File: src/rtl/forwarding_scoreboard.sv
// Forwarding scoreboard: shadow EX/MEM/WB destination records drive operand forward selects,
// load-use stall and a saturating stall counter. Optional retired-stage bypass: FWD_RETIRE_BYPASS_EN.
module forwarding_scoreboard #(
  parameter int REG_ADDR_W = 5,
  parameter int N_READ     = 2,
  parameter int CNT_W      = 16
) (
  input  logic                         clk,
  input  logic                         arst_n,
  input  logic                         en,
  input  logic                         flush,
  input  logic                         id_valid,
  input  logic [N_READ*REG_ADDR_W-1:0] id_rs_addr,
  input  logic [REG_ADDR_W-1:0]        id_rd,
  input  logic                         id_reg_write,
  input  logic                         id_is_load,
  output logic [N_READ*2-1:0]          fwd_sel,
  output logic                         stall,
  output logic [CNT_W-1:0]             stall_count
);

  localparam int AW = REG_ADDR_W;

  logic                   r_ex_vld, r_mem_vld, r_wb_vld;
  logic [AW-1:0]          r_ex_rd, r_mem_rd, r_wb_rd;
  logic                   r_ex_rw, r_mem_rw, r_wb_rw;
  logic                   r_ex_ld;
  logic [N_READ*AW-1:0]   r_ex_rs;
  logic [CNT_W-1:0]       r_cnt;

  logic                   w_ex_live, w_mem_live, w_wb_live;
  logic                   w_ex_rs_hit, w_stall, w_issue;
  logic [AW-1:0]          w_rs;
  logic [N_READ*2-1:0]    w_fwd;

`ifdef FWD_RETIRE_BYPASS_EN
  logic                   r_ret_vld;
  logic [AW-1:0]          r_ret_rd;
  logic                   r_ret_rw;
  logic                   w_ret_live;

  assign w_ret_live = r_ret_vld & r_ret_rw & (r_ret_rd != '0);
`endif

  assign w_ex_live  = r_ex_vld  & r_ex_rw  & (r_ex_rd  != '0);
  assign w_mem_live = r_mem_vld & r_mem_rw & (r_mem_rd != '0);
  assign w_wb_live  = r_wb_vld  & r_wb_rw  & (r_wb_rd  != '0);

  // A load in EX only collides with the ID instruction; later stages are covered by forwarding.
  always_comb begin
    w_ex_rs_hit = 1'b0;
    for (int j = 0; j < N_READ; j++) begin
      if (id_rs_addr[j*AW +: AW] == r_ex_rd) w_ex_rs_hit = 1'b1;
    end
  end

  assign w_stall = id_valid & ~flush & w_ex_live & r_ex_ld & w_ex_rs_hit;
  assign w_issue = id_valid & ~w_stall & ~flush;

  always_comb begin
    w_fwd = '0;
    w_rs  = '0;
    for (int j = 0; j < N_READ; j++) begin
      w_rs = r_ex_rs[j*AW +: AW];
      if (r_ex_vld && (w_rs != '0)) begin
        if (w_mem_live && (r_mem_rd == w_rs))     w_fwd[2*j +: 2] = 2'd1;
        else if (w_wb_live && (r_wb_rd == w_rs))  w_fwd[2*j +: 2] = 2'd2;
`ifdef FWD_RETIRE_BYPASS_EN
        else if (w_ret_live && (r_ret_rd == w_rs)) w_fwd[2*j +: 2] = 2'd3;
`endif
      end
    end
  end

  // Stage boundary: valid bits and counter carry reset, payload does not.
  always_ff @(posedge clk or negedge arst_n) begin
    if (!arst_n) begin
      r_ex_vld  <= 1'b0;
      r_mem_vld <= 1'b0;
      r_wb_vld  <= 1'b0;
`ifdef FWD_RETIRE_BYPASS_EN
      r_ret_vld <= 1'b0;
`endif
      r_cnt     <= '0;
    end else if (en) begin
      r_ex_vld  <= w_issue;
      r_mem_vld <= r_ex_vld;
      r_wb_vld  <= r_mem_vld;
`ifdef FWD_RETIRE_BYPASS_EN
      r_ret_vld <= r_wb_vld;
`endif
      if (w_stall && (r_cnt != '1)) r_cnt <= r_cnt + 1'b1;
    end
  end

  always_ff @(posedge clk) begin
    if (en) begin
      r_ex_rd  <= id_rd;
      r_ex_rw  <= id_reg_write;
      r_ex_ld  <= id_is_load;
      r_ex_rs  <= id_rs_addr;
      r_mem_rd <= r_ex_rd;
      r_mem_rw <= r_ex_rw;
      r_wb_rd  <= r_mem_rd;
      r_wb_rw  <= r_mem_rw;
`ifdef FWD_RETIRE_BYPASS_EN
      r_ret_rd <= r_wb_rd;
      r_ret_rw <= r_wb_rw;
`endif
    end
  end

  assign fwd_sel     = w_fwd;
  assign stall       = w_stall;
  assign stall_count = r_cnt;

endmodule

File: config.mk
export PLATFORM = sky130hd
export DESIGN_NAME = forwarding_scoreboard
export DESIGN_NICKNAME = d
export VERILOG_FILES = /design/src/rtl/forwarding_scoreboard.sv
export SDC_FILE = /design/constraint.sdc
export NUM_CORES = 1
export LEC_CHECK = 0
export CAP_MARGIN = 20
export CORE_MARGIN = 5
export CORE_UTILIZATION = 50
export CTS_BUF_LIST = sky130_fd_sc_hd__clkbuf_8
export DETAILED_ROUTE_END_ITERATION = 6
export PLACE_DENSITY = 0.81
export SYNTH_ARGS = -nofsm -noshare
export SYNTH_HDL_FRONTEND = slang
export SYNTH_SLANG_ARGS = --single-unit
export TNS_END_PERCENT = 1
File: constraint.sdc
create_clock -name clk -period 3.2 [get_ports clk]
set_clock_uncertainty 0.1 [all_clocks]
set_input_delay 0.32 -clock clk [delete_from_list [all_inputs] [get_ports clk]]
set_output_delay 0.32 -clock clk [all_outputs]
set_load 0.01 [all_outputs]
# Yosys cells after proc, flatten, opt, wreduce, memory -nomap -nowiden
# Index checks and enable logic that the tools add are counted.
[word_totals]
regBits = 48
out_inout_bits = 21
word_cells = 55
[classes]
n_addsub = 1
n_eq_ne = 7
n_mux = 8
n_bitwise = 14
reduce_logical = 13
[op_table]
columns = ["op", "count"]
rows = [
  ["equality test 5 bit", 6],
  ["nonzero test 5 bit", 5],
  ["adder 16 x 1 -> 16 bit, second input constant", 1],
  ["!= test 16 bit, second input constant", 1],
  ["AND 1 bit", 12],
  ["2-to-1 mux 2 bit", 6],
  ["logical AND 1 bit", 7],
  ["2-to-1 mux 1 bit", 2],
  ["inverter 1 bit", 2],
  ["AND reduction 2 bit", 1],
]

# Longest topological paths before layout
[depth]
word_depth = 8
ltp_mapped = 7
depth_no_buf = 6

# Worst setup path after synthesis
# No wires, ideal clock.
[synth_path]
kind = "register -> output"
from = "register r_mem_rd[1]"
to = "output fwd_sel[3]"
arrival_time_ns = 1.553
t_required_ns = 2.780
setup_slack_ns = 1.227
path_stages_with_launch = 5
path_cell_list = "edfxtp_1 > or4_1 > o211ai_2 > or4_1 > nor4b_2"
[synth_between]
elab_chain_len = 5
[synth_lines]
columns = ["element", "line", "source"]
rows = [
  ["start: declaration", "25", "logic [AW-1:0] r_ex_rd, r_mem_rd, r_wb_rd;"],
  ["start signal: assignment", "102", "r_mem_rd <= r_ex_rd;"],
  ["nonzero test 5 bit", "46", "assign w_mem_live = r_mem_vld & r_mem_rw & (r_mem_rd != '0);"],
  ["AND 1 bit", "46", ""],
  ["logical AND 1 bit (*)", "66", "if (w_mem_live && (r_mem_rd == w_rs)) w_fwd[2*j +: 2] = 2'd1;"],
  ["2-to-1 mux 2 bit (*)", "66", ""],
  ["2-to-1 mux 2 bit (*)", "65", "if (r_ex_vld && (w_rs != '0)) begin"],
  ["end: declaration", "17", "output logic [N_READ*2-1:0] fwd_sel,"],
]
# Every way passes the cells marked *; elsewhere a longest branch is shown, timed or not.

# Final worst setup path
# Same ends and word-level chain as after synthesis.

==> impl_metrics.ini <==
[place]
gp_congestion = 0.837
dp_cells = 265
port_buffers = 42
hpwl_um = 3240

[yosys]
synth-seq-cells = 48
synth_edf_count = 29
synthArstFlopShare_pct = 39.6
synthFlopType = edfxtp_1
syn_inst = 171
yosys_warnings = 0
syn-num-nets = 194
ys_types = 35
ys_seq_area_share_pct = 59.3
avgSynthCellArea_um2 = 13.3
netlist_area_mm2 = 0.00227

[run_status]
outcome = finished clean

[finish]
syn_to_final_growth_pct = 26.0
layout_commonest_cell = clkdlybuf4s50_1
antenna_cells = 0
most-common-layout-cells = clkdlybuf4s50_1 (42), xnor2_1 (37), edfxtp_1 (29)
fin_cells = 273
nNetsFinal = 243
drive_above_1_share_pct = 8.60

[global_route]
grt_pass1_wl_um = 7290
antenna_found_initial = 0
grt_max_degree = 33
grt-ovfl-total = 0
track_usage_pct = 15.3
grt_pass1_vias = 1538

[clock_tree]
clk_pin_slew_ns = 0.09
cts_buffers = 5
cts_tree = built
clk_path_buf_depth = 2
clockRootBuffer = clkbuf_8
postCtsSetupBuffers = 0
ctsHoldBuffers = 0
cts_max_level = 2
ctsResizeCount = 0
cts_sinks = 48
clock_latency_ns = 0.31

[timing]
finalHoldViolations = 0
grt_setup_unrepaired = no
finalSetupTns_ns = 0
slew_headroom_pct = 42.9
fin_crit_sh_pct = 89.3
tightest_slew_ns = 0.853
fmaxAchievable_mhz = 350
setup_viol = 0
finalHoldWorstSlack_ns = 0.383
maxSlewViolCount = 0
period_needed_ns = 2.86

[routing]
routedWlPerCell_um = 15.9
drtIter0Drc = 103
drcViolationCount = 0
via_per_inst = 5.37
num_vias = 1467
final_antenna_net_count = 0
wl_um = 4340
firstDrtPassIters = 4

[worst_setup_path]
crit_fanout = 4
critPathMaxStageDelay_ns = 0.57
critPathArrivalTime_ns = 2.44
start_kind = register
critPathSlowestCell = clkdlybuf4s50_1
critPathRequiredTime_ns = 2.78
worstSetupPathType = reg2out
critPathMostFrequentCell = or4_1
end_kind = primary output
path_cells = or4_1 -> o211ai_2 -> or4_1 -> nor4b_2 -> clkdlybuf4s50_1
r2r_setup_slack_ns = 1.01

[die]
initial_utilization_pct = 51.7
chipHeight_um = 77.4
dieArea_mm2 = 0.00598
die_x_um = 77.4
io_pins = 43
std_cell_rows = 24
core_area_mm2 = 0.00438

[power_and_ir_drop]
p_leak_nw = 1.04
ir_drop_v = 0.000300
power_density_mw_per_mm2 = 449

[job]
drv_cap = 0

[worst_hold_path]
min_path_type = reg2reg
cell usage after synthesis (2+ instances only):
cell	number	share of area, %
xnor2_1	37	14
edfxtp_1	29	38
dfrtp_1	19	21
nand3_1	19	4.2
xor2_1	8	3.1
and3_1	7	1.9
nand2_1	6	0.99
nor2_1	5	0.83
or4_1	5	1.7
nor3_1	4	0.88
nand3b_1	3	0.99
nand4_1	3	0.83
o21ai_0	3	0.66
mux2_2	2	0.99
metrics by stage:
| stage | setup WS, ns | power [mW] | util, % | cell area [µm²] |
|---|---|---|---|---|
| CTS | 0.341 | 1.29 | 65.2 | 2860 |
| global placement | 0.731 | 0.864 | 62.7 | 2750 |
| floorplan | 1.23 | 0.801 | - | 2270 |
| detailed placement | 0.687 | 0.867 | 62.7 | 2750 |
| global route | 0.215 | 1.33 | 65.2 | 2860 |
| finish | 0.341 | 1.28 | 65.2 | 2860 |
final cells by class:
cell class                 instances  area [µm²]
fill                             332        1530
sequential                        48        1350
tap                               52        65.1
multi-input combinational        120         900
clock buffer                       5        68.8
inverter                           1        3.75
clock inverter                     3        38.8
timing repair buffer              44         435
worst max-delay path, delay by kind of cell (launching register included):
kind	cells	cell delay, ns
buf+inv	1	0.57
simple gates	3	0.91
compound gates	1	0.19
flops	1	0.45
cells by family (layout without fill, tap and decap cells):
| logic type | Yosys count | after routing | share of synthesized area (%) |
|---|---|---|---|
| AOI/OAI and AO/OA | 11 | 11 | 4.30 |
| xor gates and xnor gates | 45 | 45 | 17.4 |
| adders and majority gates | 1 | 1 | 0.551 |
| buffers and inverters | 3 | 53 | 0.993 |
| DFF | 48 | 48 | 59.3 |
| muxes | 3 | 3 | 1.65 |
| and+or+nand+nor | 60 | 60 | 15.8 |
routing by layer:
layer  vias up  global-route usage [%]  wire [µm]
met5         -                       0          0
met4         0                    5.15         46
met3         6                    4.40        164
met2        33                    25.5       2160
met1       709                    19.3       1970
li1        719                       -          -
sequential cells by signal (all words and copies together) (netlist names):
register     flops
r_wb_vld         1
r_ex_rd          5
stall_count     16
r_wb_rw          1
r_ex_vld         1
r_ex_rw          1
r_mem_rw         1
r_mem_rd         5
r_ex_rs         10
r_mem_vld        1
r_ex_ld          1
r_wb_rd          5
worst paths after layout:
path                                                  from                    endpoint  cells past startpoint
worst max register to register  stall_count[0]$_DFFE_PN0P_  stall_count[1]$_DFFE_PN0P_                      6
worst max-delay path                 r_mem_rd[1]$_DFFE_PP_                  fwd_sel[3]                      5
min in group asynchronous                           arst_n  stall_count[5]$_DFFE_PN0P_                      1
worst min-delay path                     r_ex_rw$_DFFE_PP_          r_mem_rw$_DFFE_PP_                      0
worst min register to register           r_ex_rw$_DFFE_PP_          r_mem_rw$_DFFE_PP_                      0
max in group asynchronous                           arst_n  stall_count[7]$_DFFE_PN0P_                      1
power breakdown:
part,switching [mW],internal (mW)
Sequential,0.0375,0.696
Combinational,0.0503,0.0674
Clock,0.202,0.229
Note: power is estimated with default switching activity, not from simulation.
